**src/rtl/approx_mul_ha_pipe_if.sv**
```systemverilog
// Streaming bus for the approximate multiplier.
// The master side drives operands and accepts products; the slave side is the multiplier.
interface approx_mul_ha_pipe_if #(
    parameter int WIDTH = 8
);
    logic                   in_valid;
    logic                   in_ready;
    logic [WIDTH-1:0]       x;
    logic [WIDTH-1:0]       y;
    logic                   approx;
    logic                   out_valid;
    logic                   out_ready;
    logic [2*WIDTH-1:0]     p;
    logic                   out_approx;

    modport master (
        output in_valid, x, y, approx, out_ready,
        input  in_ready, out_valid, p, out_approx
    );

    modport slave (
        input  in_valid, x, y, approx, out_ready,
        output in_ready, out_valid, p, out_approx
    );
endinterface

```
**src/rtl/approx_mul_ha_pipe.sv**
```systemverilog
// Pipelined unsigned approximate multiplier.
// S1 captures operands, S2 holds the half-adder-compressed row pairs
// (sum and carry vectors per pair), S3 holds the exact sum of those rows.
// In approximate mode, columns below APPROX_COLS use OR instead of a half adder,
// which drops the carry, so the result never exceeds the exact product.
module approx_mul_ha_pipe #(
    parameter int WIDTH       = 8,
    parameter int APPROX_COLS = 4,
    parameter int CNT_W       = 16
) (
    input  logic                 clk,
    input  logic                 rst,
    approx_mul_ha_pipe_if.slave  bus,
    input  logic                 cnt_clr,
    output logic [CNT_W-1:0]     approx_cnt
);
    localparam int PW    = 2 * WIDTH;
    localparam int PAIRS = WIDTH / 2;

    logic                  adv;
    logic                  accept;

    logic                  s1_valid_q, s1_valid_d;
    logic [WIDTH-1:0]      s1_x_q, s1_x_d;
    logic [WIDTH-1:0]      s1_y_q, s1_y_d;
    logic                  s1_approx_q, s1_approx_d;

    logic                  s2_valid_q, s2_valid_d;
    logic                  s2_approx_q, s2_approx_d;
    logic [PAIRS*PW-1:0]   s2_sum_q, s2_sum_d;
    logic [PAIRS*PW-1:0]   s2_carry_q, s2_carry_d;

    logic                  s3_valid_q, s3_valid_d;
    logic [PW-1:0]         p_q, p_d;
    logic                  out_approx_q, out_approx_d;
    logic [CNT_W-1:0]      cnt_q, cnt_d;

    logic [PAIRS*PW-1:0]   pair_sum_w;
    logic [PAIRS*PW-1:0]   pair_carry_w;
    logic [PW-1:0]         row_total;

    // One half-adder row per pair of partial-product rows (2k, 2k+1).
    for (genvar gi = 0; gi < PAIRS; gi++) begin : g_pair
        logic [PW-1:0] sum_v;
        logic [PW-1:0] carry_v;

        // Compress the overlap columns; the two end bits pass straight through.
        always_comb begin
            sum_v   = '0;
            carry_v = '0;
            sum_v[2*gi]       = s1_y_q[0] & s1_x_q[2*gi];
            sum_v[2*gi+WIDTH] = s1_y_q[WIDTH-1] & s1_x_q[2*gi+1];
            for (int j = 1; j < WIDTH; j++) begin
                if (s1_approx_q && ((2*gi + j) < APPROX_COLS)) begin
                    sum_v[2*gi+j] = (s1_y_q[j] & s1_x_q[2*gi]) | (s1_y_q[j-1] & s1_x_q[2*gi+1]);
                end else begin
                    sum_v[2*gi+j]     = (s1_y_q[j] & s1_x_q[2*gi]) ^ (s1_y_q[j-1] & s1_x_q[2*gi+1]);
                    carry_v[2*gi+j+1] = (s1_y_q[j] & s1_x_q[2*gi]) & (s1_y_q[j-1] & s1_x_q[2*gi+1]);
                end
            end
        end

        assign pair_sum_w[gi*PW +: PW]   = sum_v;
        assign pair_carry_w[gi*PW +: PW] = carry_v;
    end

    // Pipeline advance, final row summation and counter next-state.
    always_comb begin
        adv          = !s3_valid_q || bus.out_ready;
        accept       = bus.in_valid && adv;
        s1_valid_d   = s1_valid_q;
        s1_x_d       = s1_x_q;
        s1_y_d       = s1_y_q;
        s1_approx_d  = s1_approx_q;
        s2_valid_d   = s2_valid_q;
        s2_approx_d  = s2_approx_q;
        s2_sum_d     = s2_sum_q;
        s2_carry_d   = s2_carry_q;
        s3_valid_d   = s3_valid_q;
        p_d          = p_q;
        out_approx_d = out_approx_q;
        cnt_d        = cnt_q;

        row_total = '0;
        for (int k = 0; k < PAIRS; k++) begin
            row_total = row_total + s2_sum_q[k*PW +: PW] + s2_carry_q[k*PW +: PW];
        end

        if (adv) begin
            s1_valid_d  = bus.in_valid;
            s1_x_d      = bus.x;
            s1_y_d      = bus.y;
            s1_approx_d = bus.approx;
            s2_valid_d  = s1_valid_q;
            s2_approx_d = s1_approx_q;
            s2_sum_d    = pair_sum_w;
            s2_carry_d  = pair_carry_w;
            s3_valid_d  = s2_valid_q;
            // Only real transactions update p, so bubbles leave the last product visible.
            if (s2_valid_q) begin
                p_d          = row_total;
                out_approx_d = s2_approx_q;
            end
        end

        // Clear takes priority over a same-cycle increment.
        if (cnt_clr) begin
            cnt_d = '0;
        end else if (accept && bus.approx && (cnt_q != {CNT_W{1'b1}})) begin
            cnt_d = cnt_q + 1'b1;
        end
    end

    // State registers with synchronous reset.
    always_ff @(posedge clk) begin
        if (rst) begin
            s1_valid_q   <= 1'b0;
            s1_x_q       <= '0;
            s1_y_q       <= '0;
            s1_approx_q  <= 1'b0;
            s2_valid_q   <= 1'b0;
            s2_approx_q  <= 1'b0;
            s2_sum_q     <= '0;
            s2_carry_q   <= '0;
            s3_valid_q   <= 1'b0;
            p_q          <= '0;
            out_approx_q <= 1'b0;
            cnt_q        <= '0;
        end else begin
            s1_valid_q   <= s1_valid_d;
            s1_x_q       <= s1_x_d;
            s1_y_q       <= s1_y_d;
            s1_approx_q  <= s1_approx_d;
            s2_valid_q   <= s2_valid_d;
            s2_approx_q  <= s2_approx_d;
            s2_sum_q     <= s2_sum_d;
            s2_carry_q   <= s2_carry_d;
            s3_valid_q   <= s3_valid_d;
            p_q          <= p_d;
            out_approx_q <= out_approx_d;
            cnt_q        <= cnt_d;
        end
    end

    assign bus.in_ready   = adv;
    assign bus.out_valid  = s3_valid_q;
    assign bus.p          = p_q;
    assign bus.out_approx = out_approx_q;
    assign approx_cnt     = cnt_q;
endmodule

```
**src/flat_wrapper.sv**
```systemverilog
// flat-port wrapper written by rule: the top's interface ports become plain ports
module approx_mul_ha_pipe_flat 
#(
    parameter int WIDTH       = 8,
    parameter int APPROX_COLS = 4,
    parameter int CNT_W       = 16
)
  (clk, rst, cnt_clr, approx_cnt, bus_in_valid, bus_x, bus_y, bus_approx, bus_out_ready, bus_in_ready, bus_out_valid, bus_p, bus_out_approx);
  approx_mul_ha_pipe_if #(.WIDTH(WIDTH)) bus_i ();
  input  logic clk;
  input  logic rst;
  input  logic cnt_clr;
  output logic [CNT_W-1:0] approx_cnt;
  input wire logic [$bits(bus_i.in_valid)-1:0] bus_in_valid;
  input wire logic [$bits(bus_i.x)-1:0] bus_x;
  input wire logic [$bits(bus_i.y)-1:0] bus_y;
  input wire logic [$bits(bus_i.approx)-1:0] bus_approx;
  input wire logic [$bits(bus_i.out_ready)-1:0] bus_out_ready;
  output wire logic [$bits(bus_i.in_ready)-1:0] bus_in_ready;
  output wire logic [$bits(bus_i.out_valid)-1:0] bus_out_valid;
  output wire logic [$bits(bus_i.p)-1:0] bus_p;
  output wire logic [$bits(bus_i.out_approx)-1:0] bus_out_approx;
  assign bus_i.in_valid = bus_in_valid;
  assign bus_i.x = bus_x;
  assign bus_i.y = bus_y;
  assign bus_i.approx = bus_approx;
  assign bus_i.out_ready = bus_out_ready;
  assign bus_in_ready = bus_i.in_ready;
  assign bus_out_valid = bus_i.out_valid;
  assign bus_p = bus_i.p;
  assign bus_out_approx = bus_i.out_approx;
  approx_mul_ha_pipe #(.WIDTH(WIDTH), .APPROX_COLS(APPROX_COLS), .CNT_W(CNT_W)) u_core (.clk(clk), .rst(rst), .bus(bus_i), .cnt_clr(cnt_clr), .approx_cnt(approx_cnt));
endmodule
```
**config.mk**
```make
export PLATFORM = sky130hd
export DESIGN_NAME = approx_mul_ha_pipe_flat
export DESIGN_NICKNAME = d
export VERILOG_FILES = /design/src/rtl/approx_mul_ha_pipe_if.sv /design/src/rtl/approx_mul_ha_pipe.sv /design/src/flat_wrapper.sv
export SDC_FILE = /design/constraint.sdc
export NUM_CORES = 1
export LEC_CHECK = 0
export ABC_CLOCK_PERIOD_IN_PS = 7100
export CORE_ASPECT_RATIO = 0.6
export CORE_UTILIZATION = 55
export DETAILED_ROUTE_END_ITERATION = 8
export PLACE_DENSITY = 0.75
export REMOVE_ABC_BUFFERS = 1
export SLEW_MARGIN = 0
export SYNTH_ARGS = -nofsm -noshare
export SYNTH_HDL_FRONTEND = slang
export SYNTH_SLANG_ARGS = --single-unit
```
**constraint.sdc**
```tcl
create_clock -name clk -period 7.1 [get_ports clk]
set_clock_uncertainty 0.1 [all_clocks]
set_input_delay 1.065 -clock clk [delete_from_list [all_inputs] [get_ports clk]]
set_output_delay 1.065 -clock clk [all_outputs]
set_load 0.02 [all_outputs]
```
## Word-level counts from Yosys, hierarchy flattened

Index checks and enable logic that the tools add are counted.

- Mux-type cells: 8
- Add/sub/neg operators: 8
- Equality and inequality tests: 1
- Reductions and logical operators: 7
- Bitwise logic cells: 124

Operators with widths:

| cell | number |
|---|---|
| $and 1x1->1 | 92 |
| $add 16x11->16 | 2 |
| $add 16x13->16 | 2 |
| $add 16x15->16 | 2 |
| $xor 1x1->1 | 28 |
| $add 16x1->16 const B | 1 |
| $ne 16x16->1 const B | 1 |
| $add 9x9->10 | 1 |
| $mux 1 | 8 |
| $or 1x1->1 | 4 |
| $logic_and 1x1->1 | 3 |
| $reduce_and 2->1 | 1 |
| $reduce_or 2->1 | 1 |
| $logic_not 1->1 | 1 |
| $logic_or 1x1->1 | 1 |

- Input bits: 22
- Register bits: 118
- Output and inout port bits: 35
- Logic and storage cells: 160

## Depth between registers and ports, before layout

- Word-level depth: 7
- Gate-level depth with buffers: 19
- Gate-level depth less buffers: 19

## Worst setup path after synthesis

Ideal clock, no wire load.

- Path type: register -> register
- Start: reg u_core.s2_carry_q[2]
- End: reg u_core.p_q[14], in the netlist u_core.bus.p[14]
- Period minus slack after synthesis: 5.082 ns
- Data required time: 6.938 ns
- Path buffers: 0
- Cell stages (with the launch flop): 20
- Arrival: 4.921 ns
- Setup slack: 2.018 ns
- Setup time: 0.062 ns
- Cells stage by stage: dfxtp_1 ha_1 fa_1 a21o_1 a21oi_1 o21bai_1 a21oi_1 xnor2_1 fa_1 inv_1 fa_1 fa_1 inv_1 fa_1 ha_1 and2b_1 o21ai_1 a211o_1 a2111o_1 nand3_1

- Cells in the longest elaborated chain, start to end: 7

Ends and longest elaborated chain:

| what | RTL line | RTL |
|---|---|---|
| start, declared | approx_mul_ha_pipe.sv:31 | `logic [PAIRS*PW-1:0] s2_carry_q, s2_carry_d;` |
| start signal, assigned | approx_mul_ha_pipe.sv:137 | `s2_carry_q <= s2_carry_d;` |
| $add 9x9->10 | approx_mul_ha_pipe.sv:86 | `row_total = row_total + s2_sum_q[k*PW +: PW] + s2_carry_q[k*PW +: PW];` |
| $add 16x11->16 (2 in series) | approx_mul_ha_pipe.sv:86 |  |
| $add 16x13->16 (2 in series) | approx_mul_ha_pipe.sv:86 |  |
| $add 16x15->16 (2 in series) | approx_mul_ha_pipe.sv:86 |  |
| end signal, assigned | approx_mul_ha_pipe.sv:139 | `p_q <= p_d;` |
| end, declared | approx_mul_ha_pipe.sv:34 | `logic [PW-1:0] p_q, p_d;` |

No other way between the ends.
A chain may end at the register's enable or synchronous reset.

## Worst setup path after layout

- Start: reg u_core.s2_sum_q[2]
- End: reg u_core.p_q[14], in the netlist u_core.bus.p[14]

- Cells in the longest elaborated chain, start to end: 7

Ends and longest elaborated chain:

| what | RTL line | RTL |
|---|---|---|
| start, declared | approx_mul_ha_pipe.sv:30 | `logic [PAIRS*PW-1:0] s2_sum_q, s2_sum_d;` |
| start signal, assigned | approx_mul_ha_pipe.sv:136 | `s2_sum_q <= s2_sum_d;` |
| $add 9x9->10 | approx_mul_ha_pipe.sv:86 |  |
| $add 16x11->16 (2 in series) | approx_mul_ha_pipe.sv:86 |  |
| $add 16x13->16 (2 in series) | approx_mul_ha_pipe.sv:86 |  |
| $add 16x15->16 (2 in series) | approx_mul_ha_pipe.sv:86 |  |

No other way between the ends.

==> impl_metrics.py <==
metrics = {
    "floorplanning": {
        "dieWidth_um": 146.0,
        "coreArea_um2": 12100,
        "chipHeight_um": 88.39,
        "num_io_pins": 57,
        "dieArea_um2": 12900,
        "rows": 31,
        "start_util_pct": 56.53,
    },
    "grt": {
        "track_usage_pct": 25.84,
        "use_met2_pct": 40.37,
        "antenna_found_initial": 0,
        "grt_overflow": 0,
        "grt_pass1_wl_mm": 26.16,
        "grt-busiest-layer": "met2",
        "grt_max_degree": 110,
        "met1_usage_pct": 36.69,
        "met3_usage_pct": 5.103,
        "first_global_vias": 5416,
    },
    "cts": {
        "cts_max_level": 4,
        "clock_path_buffers": 2,
        "cts-resized-gates": 0,
        "clk_pin_slew_worst_paths_ns": 0.06,
        "clock_sinks": 118,
        "cts_buffers": 17,
        "hold_buffers": 0,
        "post_cts_buffers": 0,
        "cts-root-buf": "clkbuf_16",
        "clk_latency_ns": 0.41,
        "cts_tree": "built",
    },
    "logic_synthesis": {
        "postSynthCellCount": 808,
        "avgSynthCellArea_um2": 8.467,
        "netlist_area_um2": 6842,
        "synth_warnings": 0,
        "synth.yosys.seq_area_share_pct": 34.53,
        "synthArstFlopShare_pct": 0,
        "synth.distinct_cells": 55,
        "ys_seq_elements": 118,
        "synth_ff_type": "dfxtp_1",
        "synth-edff-count": 0,
    },
    "finish": {
        "layout-drive-gt1-share_pct": 5.607,
        "stdcell_count": 1021,
        "area_delta_synth_final_pct": 17.83,
        "utilization_pct": 66.62,
        "diodes": 0,
        "fillers": 984,
        "finish.instance_area_um2": 8061,
        "finalNetCount": 967,
    },
    "worst_hold_path": {
        "hold_depth": 2,
        "hold_class": "flip-flop to flip-flop",
    },
    "route": {
        "wire_per_inst_um": 15.69,
        "drcViolationCount": 0,
        "drtIter0Drc": 521,
        "antenna_left": 0,
        "dr.pass1.iters": 5,
        "num_vias": 5571,
        "wirelength_mm": 16.02,
        "vias_per_cell": 5.456,
    },
    "timing": {
        "rsz0062_at_grt": "false",
        "max_slew_margin_pct": 23.28,
        "timing.hold.ws_ns": 0.3496,
        "fmax_mhz": 186.3,
        "finalHoldViolations": 0,
        "setup_viol": 0,
        "period_needed_ns": 5.367,
        "finalCritPeriodShare_pct": 75.59,
        "tightest_slew_ns": 1.151,
        "maxSlewViolCount": 0,
        "fin_ws_ns": 1.733,
        "setup-tns-final_ns": 0,
    },
    "placed_design": {
        "placed_cells": 990,
        "place_ws_ns": 1.791,
        "place.gp.congestion": 0.8447,
        "dpl.hpwl_mm": 10.63,
        "placed_area_um2": 7455,
        "port_buffers": 56,
    },
    "power_and_ir_drop": {
        "p_sw_share_pct": 23.85,
        "power_density_nw_per_um2": 211.2,
        "leakagePower_nw": 3.492,
        "ir_drop_mv": 0.1511,
        "power.switching_mw": 0.4060,
        "pwr-share-comb_pct": 6.9,
        "p_int_mw": 1.296,
        "seqPwrFrac_pct": 41.3,
        "pwr-share-clk_pct": 51.7,
        "total_power_mw": 1.702,
    },
    "critical_path": {
        "setup.worst_path.start_class": "flip-flop",
        "endpoint_kind": "flip-flop",
        "worstSetupPathType": "flip-flop to flip-flop",
        "cp_max_fo": 4,
        "required_ns": 7.35,
        "cp_data_arrival_time_ns": 5.62,
        "reg2reg_depth": 19,
    },
    "status": {
        "status": "complete, no violations",
    },
    "run": {
        "maxCapViolCount": 0,
    },
}
-- power groups by stage --
stage	combinational, mW	clock, mW	sequential [mW]
after global placement	0.112	0	0.715
after global routing	0.133	0.918	0.705
after CTS	0.118	0.886	0.703
after detailed placement	0.117	0	0.717
final	0.118	0.881	0.704
after floorplan	0.0684	0	0.708
-- cell usage after synthesis (2+ instances only) --
master	n	area, um2
and3_2	3	22.52
buf_2	7	35.03
nor3b_1	3	22.52
nand3b_1	9	67.56
a21o_1	8	60.06
clkbuf_1	26	97.59
nor3_1	4	20.02
xor2_1	8	70.07
fa_1	33	660.6
o211ai_1	8	60.06
dfxtp_1	118	2362
nand4_1	3	18.77
o21ai_0	4	20.02
a21oi_1	102	510.5
o21bai_1	2	15.01
a211oi_1	5	37.54
buf_1	8	30.03
mux2i_1	6	60.06
nor2_1	27	101.4
xnor2_1	11	96.34
nor2b_1	2	12.51
nand3_1	19	95.09
ha_1	68	850.8
and2_1	50	312.8
a2111o_1	3	33.78
nand2_1	189	709.4
inv_1	54	202.7
-- placed cells by master, fill, tap and decap left out, types with 4 or more instances in the layout --
cell             count
a211oi_1             5
a21o_1               8
a21oi_1            102
and2_1              50
buf_4                4
clkbuf_16           17
clkdlybuf4s50_1     55
dfxtp_1            118
fa_1                33
ha_1                68
inv_1               54
mux2i_1              6
nand2_1            189
nand3_1             19
nand3b_1             9
nor2_1              27
nor3_1               4
o211ai_1             8
o21ai_0              4
xnor2_1             11
xor2_1               8
-- critical path: stages (launching register included) --
cell	delay (ns)
dfxtp_1	0.33
ha_1	0.21
fa_1	0.40
a21o_1	0.19
a21oi_1	0.22
o21bai_1	0.09
a21oi_1	0.19
xnor2_1	0.11
fa_1	0.49
inv_1	0.06
fa_1	0.50
fa_1	0.54
inv_1	0.05
fa_1	0.45
ha_1	0.35
and2b_1	0.17
o21ai_1	0.10
a211o_1	0.32
a2111o_1	0.36
nand3_1	0.08
-- final cells by class --
class / instances / area (um2) / area share [%]
Clock inverter: 12 / 153.9 / 1.909
Inverter: 55 / 206.4 / 2.561
Timing Repair Buffer: 59 / 580.6 / 7.202
Multi-Input combinational cell: 593 / 4099 / 50.85
Tap cell: 165 / 206.4 / 2.561
Clock buffer: 19 / 452.9 / 5.618
Sequential cell: 118 / 2362 / 29.30
-- layer usage --
layer	vias up	part of all wire [%]
li1	2727	-
met1	2687	51
met2	142	43
met3	15	4.7
met4	0	0.92
met5	-	0
-- cell families (layout without fill, tap and decap cells) --
| group | count (synthesis) | count (layout) | share of synthesized area (%) |
|---|---|---|---|
| AO/OA/AOI/OAI | 142 | 142 | 11.94 |
| XOR/XNOR | 19 | 19 | 2.432 |
| adder cells (fa/ha/maj) | 101 | 101 | 22.09 |
| buffers and inverters | 97 | 145 | 5.559 |
| flip-flops | 118 | 118 | 34.53 |
| multiplexers | 6 | 6 | 0.8779 |
| AND/OR/NAND/NOR | 325 | 325 | 22.57 |
-- registers in the layout, summed over array words and instances (netlist names), 8 cells and up --
name / cells
u_core.s1_x_q: 8
u_core.approx_cnt: 16
u_core.s1_y_q: 8
u_core.bus.p: 16
u_core.s2_carry_q: 28
u_core.s2_sum_q: 36
-- path summary, 6_finish.rpt --
check	start	endpoint	slack, ns
hold reg to reg	u_core.s2_approx_q	u_core.s2_approx_q	0.35
setup / recovery	u_core.s2_sum_q[2]	u_core.bus.p[14]	1.73
hold / removal	u_core.s2_approx_q	u_core.s2_approx_q	0.35
setup reg to reg	u_core.s2_sum_q[2]	u_core.bus.p[14]	1.73
Power figures use the tool's default switching activity.
